### config.mk
export PLATFORM = sky130hd
export DESIGN_NAME = bitmanip_multicycle_unit
export DESIGN_NICKNAME = d
export VERILOG_FILES = /design/src/rtl/bitmanip_multicycle_unit.sv
export SDC_FILE = /design/constraint.sdc
export NUM_CORES = 2
export LEC_CHECK = 0
export CELL_PAD_IN_SITES_DETAIL_PLACEMENT = 0
export CELL_PAD_IN_SITES_GLOBAL_PLACEMENT = 1
export CORE_UTILIZATION = 40
export CTS_CLUSTER_SIZE = 25
export DETAILED_ROUTE_END_ITERATION = 8
export GPL_TIMING_DRIVEN = 1
export PLACE_DENSITY = 0.74
export REMOVE_ABC_BUFFERS = 1
export SYNTH_ARGS = -nofsm -noshare
export SYNTH_HDL_FRONTEND = slang
export SYNTH_SLANG_ARGS = --single-unit
### constraint.sdc
create_clock -name clk_i -period 28 [get_ports clk_i]
set_clock_uncertainty 0.05 [all_clocks]
set_input_delay 5.6 -clock clk_i [delete_from_list [all_inputs] [get_ports clk_i]]
set_output_delay 5.6 -clock clk_i [all_outputs]
set_load 0.01 [all_outputs]
### src/rtl/bitmanip_multicycle_unit.sv
// Iterative bext/bdep unit: scans BITS_PER_CYCLE mask bits per cycle, with an early exit once the remaining mask bits are zero.
// Latency: 1 .. L/BITS_PER_CYCLE cycles from acceptance to valid_o (L = 32 in word mode, XLEN otherwise).
// Backpressure: single outstanding op; ready_o only in IDLE; the result is held in DONE until ready_i.
module bitmanip_multicycle_unit #(
    parameter int XLEN           = 64,
    parameter int BITS_PER_CYCLE = 8,
    parameter int TRANS_ID_BITS  = 3
) (
    input  logic                     clk_i,
    input  logic                     rst_i,
    input  logic                     flush_i,
    input  logic                     valid_i,
    output logic                     ready_o,
    input  logic                     op_i,
    input  logic                     word_i,
    input  logic [XLEN-1:0]          operand_a_i,
    input  logic [XLEN-1:0]          operand_b_i,
    input  logic [TRANS_ID_BITS-1:0] trans_id_i,
    output logic                     valid_o,
    input  logic                     ready_i,
    output logic [XLEN-1:0]          result_o,
    output logic [TRANS_ID_BITS-1:0] trans_id_o,
    output logic                     busy_o
);

    localparam int IDX_W = $clog2(XLEN);
    localparam int CNT_W = IDX_W + 1;
    localparam logic [XLEN-1:0] WORD_MASK = XLEN'(32'hFFFF_FFFF);

    typedef enum logic [1:0] {IDLE, BUSY, DONE} state_t;

    state_t                     state;
    logic [XLEN-1:0]            a_q;
    logic [XLEN-1:0]            b_q;
    logic [XLEN-1:0]            res_q;
    logic                       op_q;
    logic                       word_q;
    logic [CNT_W-1:0]           i_q;
    logic [CNT_W-1:0]           k_q;
    logic [TRANS_ID_BITS-1:0]   tag_q;

    logic [XLEN-1:0]            res_n;
    logic [XLEN-1:0]            res_final;
    logic [CNT_W-1:0]           k_n;
    logic [CNT_W-1:0]           i_next;
    logic [CNT_W-1:0]           lim;
    logic [IDX_W-1:0]           j_idx;
    logic                       scan_done;

    // One chunk of the scan; k only advances on set mask bits, so it is always in range when used as an index.
    always_comb begin
        res_n = res_q;
        k_n   = k_q;
        j_idx = '0;
        for (int c = 0; c < BITS_PER_CYCLE; c++) begin
            j_idx = i_q[IDX_W-1:0] + IDX_W'(c);
            if (b_q[j_idx]) begin
                if (op_q) begin
                    res_n[j_idx] = a_q[k_n[IDX_W-1:0]];
                end else begin
                    res_n[k_n[IDX_W-1:0]] = a_q[j_idx];
                end
                k_n = k_n + CNT_W'(1);
            end
        end
    end

    always_comb begin
        i_next    = i_q + CNT_W'(BITS_PER_CYCLE);
        lim       = word_q ? CNT_W'(32) : CNT_W'(XLEN);
        scan_done = (i_next >= lim) || ((b_q >> i_next) == '0);
        res_final = res_n;
        if (word_q) begin
            for (int b = 32; b < XLEN; b++) begin
                res_final[b] = res_n[31];
            end
        end
    end

    always_ff @(posedge clk_i) begin
        if (rst_i) begin
            state      <= IDLE;
            ready_o    <= 1'b1;
            valid_o    <= 1'b0;
            busy_o     <= 1'b0;
            result_o   <= '0;
            trans_id_o <= '0;
            a_q        <= '0;
            b_q        <= '0;
            res_q      <= '0;
            op_q       <= 1'b0;
            word_q     <= 1'b0;
            i_q        <= '0;
            k_q        <= '0;
            tag_q      <= '0;
        end else if (flush_i && state != IDLE) begin
            state   <= IDLE;
            ready_o <= 1'b1;
            valid_o <= 1'b0;
            busy_o  <= 1'b0;
        end else begin
            case (state)
                IDLE: begin
                    if (valid_i && !flush_i) begin
                        state   <= BUSY;
                        ready_o <= 1'b0;
                        busy_o  <= 1'b1;
                        a_q     <= word_i ? (operand_a_i & WORD_MASK) : operand_a_i;
                        b_q     <= word_i ? (operand_b_i & WORD_MASK) : operand_b_i;
                        op_q    <= op_i;
                        word_q  <= word_i;
                        tag_q   <= trans_id_i;
                        res_q   <= '0;
                        i_q     <= '0;
                        k_q     <= '0;
                    end
                end
                BUSY: begin
                    res_q <= res_n;
                    k_q   <= k_n;
                    i_q   <= i_next;
                    if (scan_done) begin
                        state      <= DONE;
                        valid_o    <= 1'b1;
                        result_o   <= res_final;
                        trans_id_o <= tag_q;
                    end
                end
                DONE: begin
                    if (ready_i) begin
                        state   <= IDLE;
                        valid_o <= 1'b0;
                        ready_o <= 1'b1;
                        busy_o  <= 1'b0;
                    end
                end
                default: begin
                    state   <= IDLE;
                    ready_o <= 1'b1;
                    valid_o <= 1'b0;
                    busy_o  <= 1'b0;
                end
            endcase
        end
    end

endmodule

==> impl_metrics.yaml <==
outcome:
  status: "finished with violations"
  violations: "design-rule violations, max-capacitance violations, max-slew violations"
clock_network:
  path_clk_slew_ps: 70
  cts_resized: 0
  clock_sinks: 279
  cts.path.max_buffers: 3
  clk_latency_ps: 640
  cts_tree: "done"
  cts_hold_buffers: 0
  cts_root_buf: "clkbuf_16"
  numCtsBuffers: 30
  cts.htree.levels: 1
  postCtsSetupBuffers: 0
power_and_ir_drop:
  powerDensity_mw_per_mm2: 36.36
  power_frac_comb_pct: 29.5
  p_leak_nw: 10.94
  p_switching_uw: 445.0
  p_sw_share_pct: 37.00
  power_mw: 1.203
  seqPwrFrac_pct: 35.2
  ir_drop_mv: 0.04888
  internal_power_uw: 757.7
  power.share.clock_pct: 35.3
placement:
  port_buffers: 207
  gp_congestion: 1.098
  hpwl_mm: 153.1
critical_path:
  critical-path-max-stage-delay_ps: 790
  cp.arrival_ps: 13060
  timing.rr.end: "result_o[34]"
  cp_max_fo: 36
  worstSetupPathType: "flop to flop"
  regToRegSetupSlack_ps: 15460
  start_kind: "flop"
  path_common_cell: "ha_1"
  required_ps: 28510
  end_kind: "flop"
  slowest_stage: "o22ai_1"
  r2r-start: "i_q[5]"
  r2r_cells: 40
floorplan:
  io_pins: 208
  core_sq_mm: 0.07003
  rows: 97
  fp.dieArea_sq_mm: 0.07183
  die_w_microns: 268.0
  die_h_microns: 268.0
  start_util_pct: 40.42
synthesis:
  yosysSeqAreaShare_pct: 19.73
  yosys_warnings: 0
  syn_area_per_cell_sq_um: 7.026
  ys_ff_latch: 279
  synth_edf_count: 0
  synth_area_sq_mm: 0.02831
  synth_cell_type_count: 112
  syn_inst: 4029
  synthFlopType: "dfxtp_1"
  ys_async_sr_fraction_pct: 0
timing:
  clock.fmax_ghz: 0.07974
  fin_crit_sh_pct: 44.79
  hold_viol_final: 0
  grt_setup_unrepaired: "no"
  maxSlewViolCount: 2
  timing.hold.ws_ps: 406.5
  finalSetupViolCount: 0
  finalSetupTns_ps: 0
  tightestPinTransition_ps: 1562
  slew_headroom_pct: -7.108
  min_period_ps: 12540
cells_and_area:
  nets: 4260
  drive_gt1_share_pct: 12.94
  seq_area_sq_mm: 0.005594
  area_delta_synth_final_pct: 16.83
  nFillCells: 7111
  multiInputGateArea_sq_mm: 0.02128
global_routing:
  grt_pass1_vias: 34320
  antenna_found_initial: 27
  grt_max_degree: 98
  grt_overflow: 0
  track_usage_pct: 55.73
  grt_pass1_wl_mm: 279.0
drt:
  postRouteAntennaNets: 0
  wl_per_cell_microns: 40.46
  vias: 38133
  via_per_inst: 7.481
  dr.pass1.iters: 9
  drt-total-wl_mm: 206.2
  drc: 12
  first_iter_violations: 7577
worst_hold_path:
  min_from: "result_o[18]"
  hold_end: "result_o[18]"
  hp-class: "flop to flop"
  holdPathStages: 2
job:
  cap_violations: 1
[cells by family after synthesis]
| kind of cell | count (synthesis) | synth area share [%] |
|---|---|---|
| fa+ha+maj | 11 | 0.4862 |
| compound gates | 1196 | 29.27 |
| buf+inv | 420 | 5.972 |
| flops | 279 | 19.73 |
| mux | 337 | 14.55 |
| xor+xnor | 52 | 2.396 |
| simple gates | 1734 | 27.60 |
[worst max-delay path by stage]
stage          startpoint            to  cells past startpoint  slack (ps)
2_1_floorplan      i_q[3]  result_o[33]                     31       15310
3_3_place_gp       i_q[5]  result_o[48]                     39       16160
3_5_place_dp       i_q[5]  result_o[34]                     39       16020
4_1_cts            i_q[5]  result_o[40]                     39       15890
5_1_grt            i_q[4]  result_o[41]                     38       14790
6_report           i_q[5]  result_o[34]                     40       15460
[through the flow]
stage	area, sq um	std cells	worst slack (ps)	utilization [%]
floorplan	26740	3643	15310	-
global placement	31950	5018	16160	45.63
detailed placement	31950	5018	16020	45.63
CTS	32990	5073	15890	47.10
global route	33030	5081	14790	47.17
finish	33070	5097	15460	47.23
[placed cells by master (no fill, tap or decap), drive strengths merged, types with 47 or more instances in the layout]
master,instances
clkdlybuf4s50,206
dfxtp,279
a21oi,296
mux2i,223
mux4,52
a31oi,71
buf,230
o221ai,60
nand2,805
o211ai,47
nand3b,73
mux2,62
o22ai,94
o21ai,180
nand3,143
a211oi,58
nor3,155
nor2,341
a22oi,57
[per-layer routing]
layer  track usage (%)  vias up  routed length, microns
met5             3.446        -                     455
met4             43.92       18                   20720
met3             30.18     1107                   34130
met2             74.47     3738                   78760
met1             65.02    18017                   72140
li1                  -    15253                       -
[power groups by stage]
| stage | sequential, mW | clock (mW) | combinational, mW |
|---|---|---|---|
| floorplan | 0.426 | 0 | 0.186 |
| global placement | 0.430 | 0 | 0.333 |
| detailed placement | 0.430 | 0 | 0.332 |
| CTS | 0.421 | 0.422 | 0.333 |
| global route | 0.422 | 0.438 | 0.365 |
| finish | 0.423 | 0.424 | 0.355 |
[critical path, delay by kind of cell (launching register included)]
kind | cells | cell delay [ps]
compound gates | 13 | 3840
fa+ha+maj | 6 | 2260
mux | 2 | 580
buf+inv | 10 | 3270
flops | 1 | 310
simple gates | 9 | 2050
[registers in the layout, summed over array words and instances, names as in the netlist]
signal and flops:
op_q 1, res_q 64, valid_o 1, tag_q 3, a_q 64, state 2
ready_o 1, b_q 64, busy_o 1, trans_id_o 3, word_q 1, i_q 4
k_q 6, result_o 64
[Yosys cell counts (31+ instances only)]
cell | instances | area share (%)
a221oi_1 | 43 | 1.3
o211ai_1 | 45 | 1.2
nor3_1 | 150 | 2.7
nor2_1 | 338 | 4.5
o21ai_0 | 162 | 2.9
mux2_2 | 61 | 2.4
clkbuf_1 | 310 | 4.1
nor4_1 | 41 | 0.91
nand2_1 | 802 | 11
a21oi_1 | 290 | 5.1
nand3_1 | 143 | 2.5
a31oi_1 | 70 | 1.5
nand4_1 | 35 | 0.77
mux4_2 | 52 | 4.1
o221ai_1 | 59 | 1.8
a211oi_1 | 55 | 1.5
o22ai_1 | 93 | 2.1
dfxtp_1 | 279 | 20
a22oi_1 | 57 | 1.5
nand3b_1 | 73 | 1.9
and3_1 | 37 | 0.82
buf_1 | 31 | 0.41
mux2i_1 | 221 | 7.8
[layout make-up]
type	count	share of cell area [%]
Multi-Input combinational cell	3330	64.36
Sequential cell	279	16.92
Timing Repair Buffer	436	11.48
Tap cell	940	3.556
Clock buffer	41	2.641
Clock inverter	14	0.4918
Inverter	34	0.3859
Antenna cell	23	0.1740
(Power assumes the default switching activity.)
